File: config.mk
export PLATFORM = sky130hd
export DESIGN_NAME = dmem_bus_ctrl
export DESIGN_NICKNAME = d
export VERILOG_FILES = /design/src/rtl/dmem_bus_ctrl.sv
export SDC_FILE = /design/constraint.sdc
export NUM_CORES = 1
export LEC_CHECK = 0
export ABC_AREA = 1
export BUFFER_PORTS_ARGS = -buffer_cell sky130_fd_sc_hd__buf_2
export CAP_MARGIN = 5
export CORE_MARGIN = 5
export CORE_UTILIZATION = 51
export CTS_BUF_LIST = sky130_fd_sc_hd__clkbuf_16
export CTS_CLUSTER_SIZE = 30
export DETAILED_ROUTE_END_ITERATION = 6
export PLACE_DENSITY_LB_ADDON = 0.12
export RECOVER_POWER = 100
export SLEW_MARGIN = 20
export SYNTH_ARGS = -nofsm -noshare
export SYNTH_HDL_FRONTEND = slang
export SYNTH_SLANG_ARGS = --single-unit
File: constraint.sdc
create_clock -name clk -period 2.4 [get_ports clk]
set_clock_uncertainty 0.1 [all_clocks]
set_input_delay 0.12 -clock clk [delete_from_list [all_inputs] [get_ports clk]]
set_output_delay 0.12 -clock clk [all_outputs]
set_load 0.05 [all_outputs]
File: src/rtl/dmem_bus_ctrl.sv
// Data-memory bus controller: turns memory-stage load/store requests into
// word-aligned Avalon-MM transactions, extends load data and stalls the
// pipeline until the access completes, is dropped as misaligned, or times out.
//
// state   | meaning
// --------+--------------------------------------------------------------
// IDLE    | no access in flight; a new request is decoded here
// WR_REQ  | bus_write asserted, waiting for the slave to drop waitrequest
// RD_REQ  | bus_read asserted, waiting for the slave to drop waitrequest
// RD_WAIT | read accepted, waiting for readdatavalid
// DONE    | stall released for one cycle so the pipeline advances
module dmem_bus_ctrl #(
  parameter int unsigned TIMEOUT_CYCLES = 255
) (
  input  logic        clk,
  input  logic        rst_n,
  input  logic        req_read,
  input  logic        req_write,
  input  logic [2:0]  req_type,
  input  logic [31:0] req_addr,
  input  logic [31:0] req_wdata,
  output logic        stall,
  output logic [31:0] rdata,
  output logic        misalign,
  output logic        bus_err,
  output logic [31:0] bus_addr,
  output logic        bus_read,
  output logic        bus_write,
  output logic [3:0]  bus_byteenable,
  output logic [31:0] bus_writedata,
  input  logic        bus_waitrequest,
  input  logic [31:0] bus_readdata,
  input  logic        bus_readdatavalid
);

  typedef enum logic [2:0] {
    IDLE    = 3'd0,
    WR_REQ  = 3'd1,
    RD_REQ  = 3'd2,
    RD_WAIT = 3'd3,
    DONE    = 3'd4
  } state_t;

  // Last counter value before abort; the counter starts at 0 on the first
  // bus-wait cycle, so TIMEOUT_CYCLES cycles are spent waiting in total.
  localparam logic [15:0] TMO_LAST = 16'(TIMEOUT_CYCLES - 1);

  state_t      state_q, state_d;
  logic [15:0] cnt_q, cnt_d;
  logic [31:0] bus_addr_q, bus_addr_d;
  logic [31:0] wdata_q, wdata_d;
  logic [31:0] rdata_q, rdata_d;
  logic [3:0]  be_q, be_d;
  logic [2:0]  type_q, type_d;
  logic [1:0]  off_q, off_d;
  logic        bus_read_q, bus_read_d;
  logic        bus_write_q, bus_write_d;
  logic        misalign_q, misalign_d;
  logic        bus_err_q, bus_err_d;

  logic        req_any, is_byte, is_half, req_misal, tmo, busy;
  logic [7:0]  byte_sel;
  logic [15:0] half_sel;
  logic [31:0] load_ext;

  // Width decode: funct3[1:0]=00 byte, 01 half, anything else is a word.
  assign req_any   = req_read | req_write;
  assign is_byte   = (req_type[1:0] == 2'b00);
  assign is_half   = (req_type[1:0] == 2'b01);
  assign req_misal = is_half ? req_addr[0] : (!is_byte && (req_addr[1:0] != 2'b00));
  assign tmo       = (cnt_q == TMO_LAST);
  assign busy      = (state_q == WR_REQ) || (state_q == RD_REQ) || (state_q == RD_WAIT);

  // Lane selection and extension of the returned read word.
  assign byte_sel = bus_readdata[{off_q, 3'b000} +: 8];
  assign half_sel = off_q[1] ? bus_readdata[31:16] : bus_readdata[15:0];
  always_comb begin
    load_ext = bus_readdata;
    if (type_q[1:0] == 2'b00) begin
      load_ext = {{24{byte_sel[7] & ~type_q[2]}}, byte_sel};
    end else if (type_q[1:0] == 2'b01) begin
      load_ext = {{16{half_sel[15] & ~type_q[2]}}, half_sel};
    end
  end

  // State register.
  always_ff @(posedge clk or negedge rst_n) begin
    if (!rst_n) begin
      state_q <= IDLE;
    end else begin
      state_q <= state_d;
    end
  end

  // Next-state decode; a normal completion wins over a same-cycle timeout.
  always_comb begin
    state_d = state_q;
    case (state_q)
      IDLE: begin
        if (req_any) begin
          if (req_misal)      state_d = DONE;
          else if (req_write) state_d = WR_REQ;
          else                state_d = RD_REQ;
        end
      end
      WR_REQ:  if (!bus_waitrequest || tmo) state_d = DONE;
      RD_REQ: begin
        if (!bus_waitrequest) state_d = RD_WAIT;
        else if (tmo)         state_d = DONE;
      end
      RD_WAIT: if (bus_readdatavalid || tmo) state_d = DONE;
      DONE:    state_d = IDLE;
      default: state_d = IDLE;
    endcase
  end

  // Bus, result and pulse registers; reset abandons any transaction in flight.
  always_ff @(posedge clk or negedge rst_n) begin
    if (!rst_n) begin
      cnt_q       <= '0;
      bus_addr_q  <= '0;
      wdata_q     <= '0;
      rdata_q     <= '0;
      be_q        <= '0;
      type_q      <= '0;
      off_q       <= '0;
      bus_read_q  <= 1'b0;
      bus_write_q <= 1'b0;
      misalign_q  <= 1'b0;
      bus_err_q   <= 1'b0;
    end else begin
      cnt_q       <= cnt_d;
      bus_addr_q  <= bus_addr_d;
      wdata_q     <= wdata_d;
      rdata_q     <= rdata_d;
      be_q        <= be_d;
      type_q      <= type_d;
      off_q       <= off_d;
      bus_read_q  <= bus_read_d;
      bus_write_q <= bus_write_d;
      misalign_q  <= misalign_d;
      bus_err_q   <= bus_err_d;
    end
  end

  // Output/datapath update: load the bus request, drop it on accept or abort.
  always_comb begin
    cnt_d       = cnt_q;
    bus_addr_d  = bus_addr_q;
    wdata_d     = wdata_q;
    rdata_d     = rdata_q;
    be_d        = be_q;
    type_d      = type_q;
    off_d       = off_q;
    bus_read_d  = bus_read_q;
    bus_write_d = bus_write_q;
    misalign_d  = 1'b0;
    bus_err_d   = 1'b0;
    case (state_q)
      IDLE: begin
        if (req_any) begin
          if (req_misal) begin
            misalign_d = 1'b1;
            if (!req_write) rdata_d = '0;
          end else begin
            cnt_d       = '0;
            bus_addr_d  = {req_addr[31:2], 2'b00};
            type_d      = req_type;
            off_d       = req_addr[1:0];
            bus_write_d = req_write;
            bus_read_d  = ~req_write;
            if (is_byte) begin
              be_d    = 4'b0001 << req_addr[1:0];
              wdata_d = {4{req_wdata[7:0]}};
            end else if (is_half) begin
              be_d    = 4'b0011 << {req_addr[1], 1'b0};
              wdata_d = {2{req_wdata[15:0]}};
            end else begin
              be_d    = 4'b1111;
              wdata_d = req_wdata;
            end
          end
        end
      end
      WR_REQ: begin
        cnt_d = cnt_q + 16'd1;
        if (!bus_waitrequest) begin
          bus_write_d = 1'b0;
        end else if (tmo) begin
          bus_write_d = 1'b0;
          bus_err_d   = 1'b1;
        end
      end
      RD_REQ: begin
        cnt_d = cnt_q + 16'd1;
        if (!bus_waitrequest) begin
          bus_read_d = 1'b0;
        end else if (tmo) begin
          bus_read_d = 1'b0;
          bus_err_d  = 1'b1;
          rdata_d    = '0;
        end
      end
      RD_WAIT: begin
        cnt_d = cnt_q + 16'd1;
        if (bus_readdatavalid) begin
          rdata_d = load_ext;
        end else if (tmo) begin
          bus_err_d = 1'b1;
          rdata_d   = '0;
        end
      end
      default: ;
    endcase
  end

  // Stall is forced low during reset so every output reads 0 there.
  assign stall          = rst_n & (busy | ((state_q == IDLE) & req_any));
  assign rdata          = rdata_q;
  assign misalign       = misalign_q;
  assign bus_err        = bus_err_q;
  assign bus_addr       = bus_addr_q;
  assign bus_read       = bus_read_q;
  assign bus_write      = bus_write_q;
  assign bus_byteenable = be_q;
  assign bus_writedata  = wdata_q;

endmodule

# [Word-level counts from Yosys, hierarchy flattened]
# Cells that the tools add are included.
[word_totals] ff_bits=126 in_bits=105 out_inout_bits=105 word_cells=104
[classes] add_sub_neg=1 eq_ne=15 shifts=3 muxes=41 bitwise_logic=9 n_reduce_logical=23
[ops] op="two-way mux 32 bit" n=10
[ops] op="one-hot mux 32 bit (3 select lines)" n=1
[ops] op="two-way mux 16 bit" n=3
[ops] op="one-hot mux 16 bit (2 select lines)" n=1
[ops] op="indexed part select 32 x 6 -> 8 bit" n=1
[ops] op="two-way mux 3 bit" n=6
[ops] op="adder 16 x 1 -> 16 bit (second input constant)" n=1
[ops] op="equality test 16 x 8 -> 1 bit (second input constant)" n=1
[ops] op="two-way mux 1 bit" n=13
[ops] op="one-hot mux 3 bit (4 select lines)" n=1
[ops] op="AND reduction 4 bit" n=3
[ops] op="!= test 2 bit (second input constant)" n=5
[ops] op="two-way mux 4 bit" n=2
[ops] op="nonzero test 2 bit" n=4
[ops] op="equality test 3 x 2 -> 1 bit (second input constant)" n=2
[ops] op="!= test 3 bit (second input constant)" n=2
[ops] op="one-hot mux 1 bit (2 select lines)" n=3
[ops] op="AND reduction 3 bit" n=2
[ops] op="AND reduction 5 bit" n=1
[ops] op="AND 1 bit" n=4
[ops] op="equality test 2 x 1 -> 1 bit (second input constant)" n=2
[ops] op="logical NOT 2 bit" n=2
[ops] op="logical OR 1 bit" n=4
[ops] op="!= test 2 x 1 -> 1 bit (second input constant)" n=2
[ops] op="other kinds (12)" n=16

# [Depth between registers and ports, before layout]
# Gate-level depths: netlist of run 1.
[depth] ltp_word=7 mapped_depth=11 mapped_depth_nobuf=11

# [Least setup slack after synthesis of run 1]
# No wires, ideal clock.
[synth_timing] path_kind="flip-flop to flip-flop" start="register state_q[1]" end="register wdata_q[10] (netlist: bus_writedata[10])" arrival_ns=1.416 required_ns=2.170 slack_ns=0.753 stages_incl_launch_ff=11 n_path_buf=2 cell_sequence="dfrtp_1 -> inv_2 -> nand2_2 -> nor2_4 -> nand2_2 -> nor2_4 -> inv_2 -> buf_6 -> buf_2 -> nand2_1 -> o21ai_1"
[synth_between] elab_chain_cells=2
[synth_rtl] item="from (decl)" line="48" source="state_t state_q, state_d;"
[synth_rtl] item="from (signal assigned)" line="91" source="state_q <= state_d;"
[synth_rtl] item="logical NOT 3 bit" line="159" source="case (state_q)"
[synth_rtl] item="AND reduction 3 bit (no source line)"
[synth_rtl] item="to (signal assigned)" line="134" source="wdata_q <= wdata_d;"
[synth_rtl] item="to (decl)" line="51" source="logic [31:0] wdata_q, wdata_d;"
# No other way between the ends.
# A chain may end at the register's enable or synchronous reset.

# [Final worst setup path of run 1]
[layout_timing] start="register off_q[1]" end="register rdata_q[12] (netlist: rdata[12])"
[layout_between] elab_chain_cells=5 word_cells_on_any_way=7 cone_classes="shift (1); mux (5); bitwise (1)"
[layout_rtl] item="from (decl)" line="55" source="logic [1:0] off_q, off_d;"
[layout_rtl] item="from (signal assigned)" line="126" source="off_q <= '0;"
[layout_rtl] item="from (signal assigned)" line="138" source="off_q <= off_d;"
[layout_rtl] item="indexed part select 32 x 6 -> 8 bit / two-way mux 16 bit (equally long branches)" line="75, 76"
[layout_rtl] item="AND 1 bit / two-way mux 32 bit (equally long branches)" line="80, 81"
[layout_rtl] item="two-way mux 32 bit (*)" line="79" source="if (type_q[1:0] == 2'b00) begin"
[layout_rtl] item="two-way mux 32 bit (*)" line="206" source="if (bus_readdatavalid) begin"
[layout_rtl] item="one-hot mux 32 bit (3 select lines) (*)" line="159"
[layout_rtl] item="to (signal assigned)" line="135" source="rdata_q <= rdata_d;"
[layout_rtl] item="to (decl)" line="52" source="logic [31:0] rdata_q, rdata_d;"
# Every way passes the cells marked *; elsewhere a longest branch is shown, timed or not.

==> key figures, run 1 <==
Outcome
  – Status: finished with violations
  – Failing checks: capacitance limit, slew limit

Floorplan
  – Std-Cell Rows: around 40
  – Io pins: 210
  – Die span in x: approximately 120 µm
  – Initial Util: 0.516
  – Die area: approximately 15000 µm²
  – Core area: 12500 µm²
  – Chip Height: 122 µm

Final layout
  – Multi-input logic area: 2880 µm²
  – Filler Cell Count: 1097
  – Number of antenna diodes: 0
  – Post-Layout Cell Count: 1341
  – Fin area: 8900 µm²
  – Sequential Area: 3150 µm²
  – Proportion of layout cells with a drive suffix above 1: 0.139
  – Area grow syn2layout: 38.4%
  – # nets final: 1264

STA
  – Minimum clock period: 2.16 ns
  – Setup WS post-layout: 0.242 ns
  – WHS: 0.00458 ns
  – Final Hold Vio Count: 0
  – Max Freq: 463 MHz
  – Slew headroom: -0.0796
  – Final setup vio count: 0
  – RSZ-0062 raised after global routing: no
  – Worst-Margin Slew: 1.62 ns
  – Final TNS setup: 0 ns
  – Final worst-path cycle share: 0.899
  – Final max-slew violation count: 127

Critical path
  – Slowest CP cell: dlygate4sd3_1
  – CP delay by family, top: buffers and inverters
  – CP Buf/Inv Count: 3
  – Crit-path max FO: 17
  – Max incr delay on CP: 0.56 ns
  – Worst setup SP type: flip-flop
  – Critical Path RT: 2.61 ns
  – CP Capture Type: flip-flop
  – Crit-path cells: buf_4 -> nand2_2 -> inv_1 -> nand2_1 -> nand3_1 -> dlygate4sd3_1 -> nand3_1 -> nand2_1
  – Crit path kind: reg -> reg
  – WP data arrival: about 2.4 ns

Global routing
  – First-pass GRT wire length: 33400 µm
  – Total gr overflow: 0
  – Initial antenna violation count: 0
  – GRT Util Overall: 0.283
  – Vias in the first global route: slightly below 7000
  – Largest net degree at the start of global routing: about 130

Power and ir drop
  – PwrDens: 1380 nW/µm²
  – P_leak: roughly 4.5 nW
  – Peak supply drop: approximately 1.1 mV

Place
  – Port buffer count: 207
  – GP Congestion: 0.910
  – Post-DP HPWL: 13500 µm
  – Placed cells: 1227
  – Dpl ws: 0.309 ns
  – Cell Area, Placed: 7640 µm²

Synthesis
  – Yosys top cell area share: 0.491
  – Seq/Total Area, Yosys: 0.491
  – Synth cell types: 33
  – Yosys top cell by area: dfrtp_1
  – Syn Area/Cell: between 7 and 8 µm²
  – #FFs+latches synth: 126
  – Mapped Cells: 871
  – Synthesized area: 6430 µm²
  – Total number of yosys warnings: 0
  – Top post-synthesis cells by area: dfrtp_1 (49%), nand2_1 (19%), nand3_1 (6.9%)

Clock network
  – H-tree Lvls: 4
  – Clk_lat worst skew: between 0.4 and 0.5 ns
  – Post-CTS Setup Bufs: 0
  – Worst-path clk slew: 0.06 ns
  – Resized cells post-CTS: 0
  – Hold Buf Count CTS: a little over 80
  – Num CTS Buffers: 17
  – CTS tree: yes
  – CTS Root Cell: clkbuf_16
  – CTS max path bufs: 2
  – Number of clock sinks: 126

Detailed routing
  – Drt drc: 0
  – DRT Pass-1 Iters: 5
  – Initial drt markers: 538
  – Total Routed Length: 20700 µm
  – DR vias: 7024
  – Vias per inst: 5.24
  – Detail Route Antenna Nets: 0
  – WL per Instance: 15.4 µm

Min path
  – HP Class: in -> reg

Job
  – Max-Cap Viols: 1
[per-stage QoR]
stage / util / total power [mW]
finish: 0.714 / 12.2
global route: 0.714 / 13.0
CTS: 0.726 / 12.5
detailed placement: 0.613 / 9.79
global placement: 0.613 / 9.70
floorplan: - / 8.20
[worst min-delay path, stage by stage]
cell and delay [ns]:
buf_2 0.10, nand2_1 0.05, o211ai_1 0.07, o21ai_0 0.08
o21ai_1 0.06
[sequential cells by signal, indices dropped and copies added (netlist names)]
register and count:
type_q 3, bus_err 1, state_q 3, bus_read 1
off_q 2, bus_addr 30, misalign 1, rdata 32
bus_write 1, bus_byteenable 4, cnt_q 16, bus_writedata 32
[layout by cell type, fill, tap and decap left out, types with 5 or more instances in the layout]
cell type	count
nand3_1	89
a221oi_1	8
nand2_1	329
inv_1	49
a21oi_1	36
dfrtp_1	126
buf_2	103
clkbuf_16	17
dlygate4sd3_1	83
nor3_1	5
o21ai_0	55
clkbuf_1	104
xor2_1	5
inv_2	5
buf_4	12
nor2_1	91
[synth_stat cells, drive strengths merged]
cell type	number
a21oi	36
a221oi	8
a22oi	1
a31oi	3
buf	25
clkbuf	13
clkinv	2
conb	1
dfrtp	126
ha	2
inv	52
nand2	333
nand3	89
nand3b	1
nand4	3
nor2	98
nor3	6
o211ai	1
o21ai	60
o22ai	4
xnor2	2
xor2	5
[cell families after synthesis]
kind of cell,Yosys count,share of synthesized area
adders and majority gates,2,0.00389
DFF,126,0.491
other,1,0.000583
AOI/OAI and AO/OA,113,0.0954
xor gates and xnor gates,7,0.00954
buffers and inverters,92,0.0613
and+or+nand+nor,530,0.339
[power by group]
group          internal (mW)  leakage, nW  switching, mW
Sequential              2.92         1.63          0.520
Combinational           1.34         2.61           4.91
Clock                   1.61        0.290          0.937
Total                   5.87         4.52           6.37
[path summary, 6_finish.rpt]
kind,from,end,slack (ns),cells past startpoint
worst max-delay path,off_q[1]$_DFFE_PN0P_,rdata[12]$_DFFE_PN0P_,0.24,8
worst min-delay path,bus_readdata[7],rdata[7]$_DFFE_PN0P_,0.005,5
worst max register to register,off_q[1]$_DFFE_PN0P_,rdata[12]$_DFFE_PN0P_,0.24,8
worst min register to register,bus_addr[22]$_DFFE_PN0P_,bus_addr[22]$_DFFE_PN0P_,0.37,2
max in group asynchronous,rst_n,rdata[14]$_DFFE_PN0P_,0.41,3
min in group asynchronous,rst_n,rdata[3]$_DFFE_PN0P_,0.68,3
[metal layers]
metal | vias up | track usage | routed length [µm]
met1 | 3290 | 0.363 | 8480
met4 | 0 | 0.0959 | 501
met5 | - | 0 | 0
met2 | 322 | 0.460 | 9960
li1 | 3365 | - | -
met3 | 47 | 0.0853 | 1750
[cell type report]
type | count | area share
Sequential cell | 126 | 0.354
Clock buffer | 17 | 0.0478
Tap cell | 172 | 0.0242
Inverter | 54 | 0.0228
Clock inverter | 14 | 0.0173
Timing Repair Buffer | 304 | 0.210
Multi-Input combinational cell | 654 | 0.324
Power figures use the tool's default switching activity.
==> run 2: changes to the inputs <==
Settings changed: CORE_UTILIZATION 51 to 55, PLACE_DENSITY set to 0.88, PLACE_DENSITY_LB_ADDON 0.12 to unset.
Clock period 2.4 ns to 2.7 ns, I/O delays scaled along.
==> run 2 against run 1 <==
Net effect: the run now ends clean; clock power shrank 9.4%; setup slack gained 0.011 ns; die area shrank 6.7%; utilization grew 5.3 points; non-clock buffer count shrank 9; sequential share of layout area grew 0.57 points; critical path type is now in -> reg; count of clock-buffer cells in the layout is the same; worst hold slack gained 0.0010 ns; total power shrank 9.6%; combinational power shrank 10%.
==> key figures, run 2 (synthesized netlist as in run 1, its figures left out) <==
Outcome
  – Status: complete, no violations

Global routing
  – Total gr overflow: 0 (unchanged)
  – Largest net degree at the start of global routing: 46 (-64%)
  – Initial antenna violation count: 0 (unchanged)
  – Vias in the first global route: 7334 (+7.1%)
  – First-pass GRT wire length: 36100 µm (+8.0%)
  – GRT Util Overall: 0.319 (+0.0357)

Final layout
  – Number of antenna diodes: 0 (unchanged)
  – Highest-count cells in the layout ignoring fill and taps: nand2_1 (328), dfrtp_1 (126), clkbuf_1 (104)
  – Proportion of layout cells with a drive suffix above 1: 0.140 (+0.00182)
  – Area grow syn2layout: 36.2%
  – # nets final: 1255 (-0.71%)
  – Post-Layout Cell Count: 1304 (-2.8%)
  – Commonest non-fill, non-tap cell in the layout: nand2_1

Critical path
  – Crit path to: bus_writedata[24]$_DFFE_PN0P_
  – Reg-to-reg endpoint: bus_writedata[24]$_DFFE_PN0P_
  – Worst R2R Setup Slack: 0.40 ns (+0.16 ns)
  – CP most frequent cell: nand2_1
  – Max incr delay on CP: 0.68 ns (+0.12 ns)
  – Worst r2r src: state_q[1]$_DFFE_PN0P_
  – Worst setup SP type: input pin
  – Crit-path cells: dlygate4sd3_1 -> buf_2 -> nand2_1 -> nand2_1 -> nand2_1 -> nand2_2 -> nor2_4 -> inv_1 -> buf_4 -> nand2_1 -> o21ai_1
  – Crit-path max FO: 27 (+10)
  – WP data arrival: 2.67 ns (+0.30 ns)
  – Worst reg2reg path depth: 9 (+1)
  – Worst setup path startpoint: req_addr[1]
  – Slowest CP cell: inv_1
  – Critical Path RT: 2.92 ns (+0.31 ns)
  – Crit path kind: in -> reg
  – CP Capture Type: flip-flop

Floorplan
  – Die area: 13900 µm² (-6.7%)
  – Io pins: 210 (unchanged)
  – Std-Cell Rows: 39 (-4.9%)
  – Die span in x: 118 µm (-3.4%)
  – Core area: 11400 µm² (-8.4%)
  – Initial Util: 0.563 (+0.0473)
  – Chip Height: 118 µm (-3.4%)

Clock network
  – Num CTS Buffers: 17 (unchanged)
  – Worst-path clk slew: 0.07 ns (about the same)
  – Number of clock sinks: 126 (unchanged)
  – H-tree Lvls: 4 (unchanged)
  – CTS Root Cell: clkbuf_16
  – Resized cells post-CTS: 0 (unchanged)
  – CTS max path bufs: 2 (unchanged)
  – Clk_lat worst skew: 0.41 ns (about the same)
  – CTS tree: yes

Power and ir drop
  – P_leak: 4.46 nW (-1.3%)
  – Peak supply drop: 1.03 mV (-4.3%)
  – PwrDens: 1260 nW/µm² (-8.1%)

Detailed routing
  – Drt drc: 0 (unchanged)
  – WL per Instance: 17.3 µm (+12%)
  – Vias per inst: 5.66 (+8.1%)
  – Initial drt markers: 889 (+65%)
  – DRT Pass-1 Iters: 5 (unchanged)
  – Total Routed Length: 22600 µm (+9.2%)
  – Detail Route Antenna Nets: 0 (unchanged)
  – DR vias: 7382 (+5.1%)

STA
  – Worst-Margin Slew: 1.06 ns (-0.561 ns)
  – WHS: 0.00559 ns (+0.00101 ns)
  – Final Hold Vio Count: 0 (unchanged)
  – Minimum clock period: 2.45 ns
  – Final TNS setup: 0 ns (unchanged)
  – Max Freq: 409 MHz
  – Final setup vio count: 0 (unchanged)
  – Final max-slew violation count: 0 (-100%)
  – RSZ-0062 raised after global routing: no
  – Final worst-path cycle share: 0.906
  – Slew headroom: 0.294 (+0.374)

Place
  – Placed cells: 1195 (-2.6%)
  – GP Congestion: 0.891 (-2.2%)
  – Port buffer count: 207 (unchanged)
  – Post-DP HPWL: 13600 µm (+1.2%)

Min path
  – HP Class: in -> reg
  – Hold Crit Start: bus_readdata[14]

Job
  – Max-Cap Viols: 0 (-1)
run 2: cell types whose count changed in the layout (fill, tap and decap cells not counted), sizes merged:
cell	previous run	this run
clkinv	10	8
bufinv	3	2
buf	117	110
dlygate4sd3	83	77
clkbuf	121	125
clkinvlp	1	2
inv	54	57
run 2: final cells by class:
cell class                 count  area (µm²)
clock buffer                  17         425
clock inverter                15         161
fill                         822        2660
inverter                      54         203
multi-input combinational    654        2870
sequential                   126        3150
tap                          143         179
timing repair buffer         295        1760
run 2: per-layer routing:
layer | vias to the layer above | wire [µm] | GRT usage | share of wire
met1 | 3409 | 8400 | 0.392 | 0.37
met2 | 509 | 10900 | 0.511 | 0.48
met4 | 0 | 983 | 0.163 | 0.044
li1 | 3359 | - | - | -
met5 | - | 0 | 0 | 0
met3 | 105 | 2340 | 0.0937 | 0.10
run 2: worst max-delay path: cells and delay by family:
kind / cells / cell delay (ns)
AO/OA/AOI/OAI: 1 / 0.15
buffers and inverters: 4 / 1.84
AND/OR/NAND/NOR: 6 / 0.53
run 2: power breakdown:
part | total (mW) | switching (mW) | internal [mW]
Combinational | 5.63 | 4.48 | 1.15
Clock | 2.30 | 0.924 | 1.37
Sequential | 3.15 | 0.549 | 2.60
run 2: worst min-delay path by stage:
stage,to,cells past startpoint
3_3_place_gp,bus_writedata[5]$_DFFE_PN0P_,1
4_1_cts,rdata[14]$_DFFE_PN0P_,5
5_1_grt,rdata[14]$_DFFE_PN0P_,5
3_5_place_dp,bus_writedata[8]$_DFFE_PN0P_,1
2_1_floorplan,bus_addr[10]$_DFFE_PN0P_,0
6_report,rdata[14]$_DFFE_PN0P_,5
run 2: stage by stage:
stage | setup WS (ns) | utilization | power, mW | instance area [µm²]
5_1_grt | 0.178 | 0.767 | 11.6 | 8760
4_1_cts | 0.590 | 0.780 | 11.0 | 8910
6_report | 0.253 | 0.767 | 11.1 | 8760
3_5_place_dp | 0.504 | 0.661 | 8.65 | 7550
3_3_place_gp | 0.571 | 0.661 | 8.55 | 7550
2_1_floorplan | 1.05 | - | 7.28 | 6430
run 2: what timing repair did:
| item | CTS | global route |
|---|---|---|
| setup buffers | 0 | 0 |
| endpoints found under the hold margin | 120 | 0 |
| hold buffers | 77 | 0 |
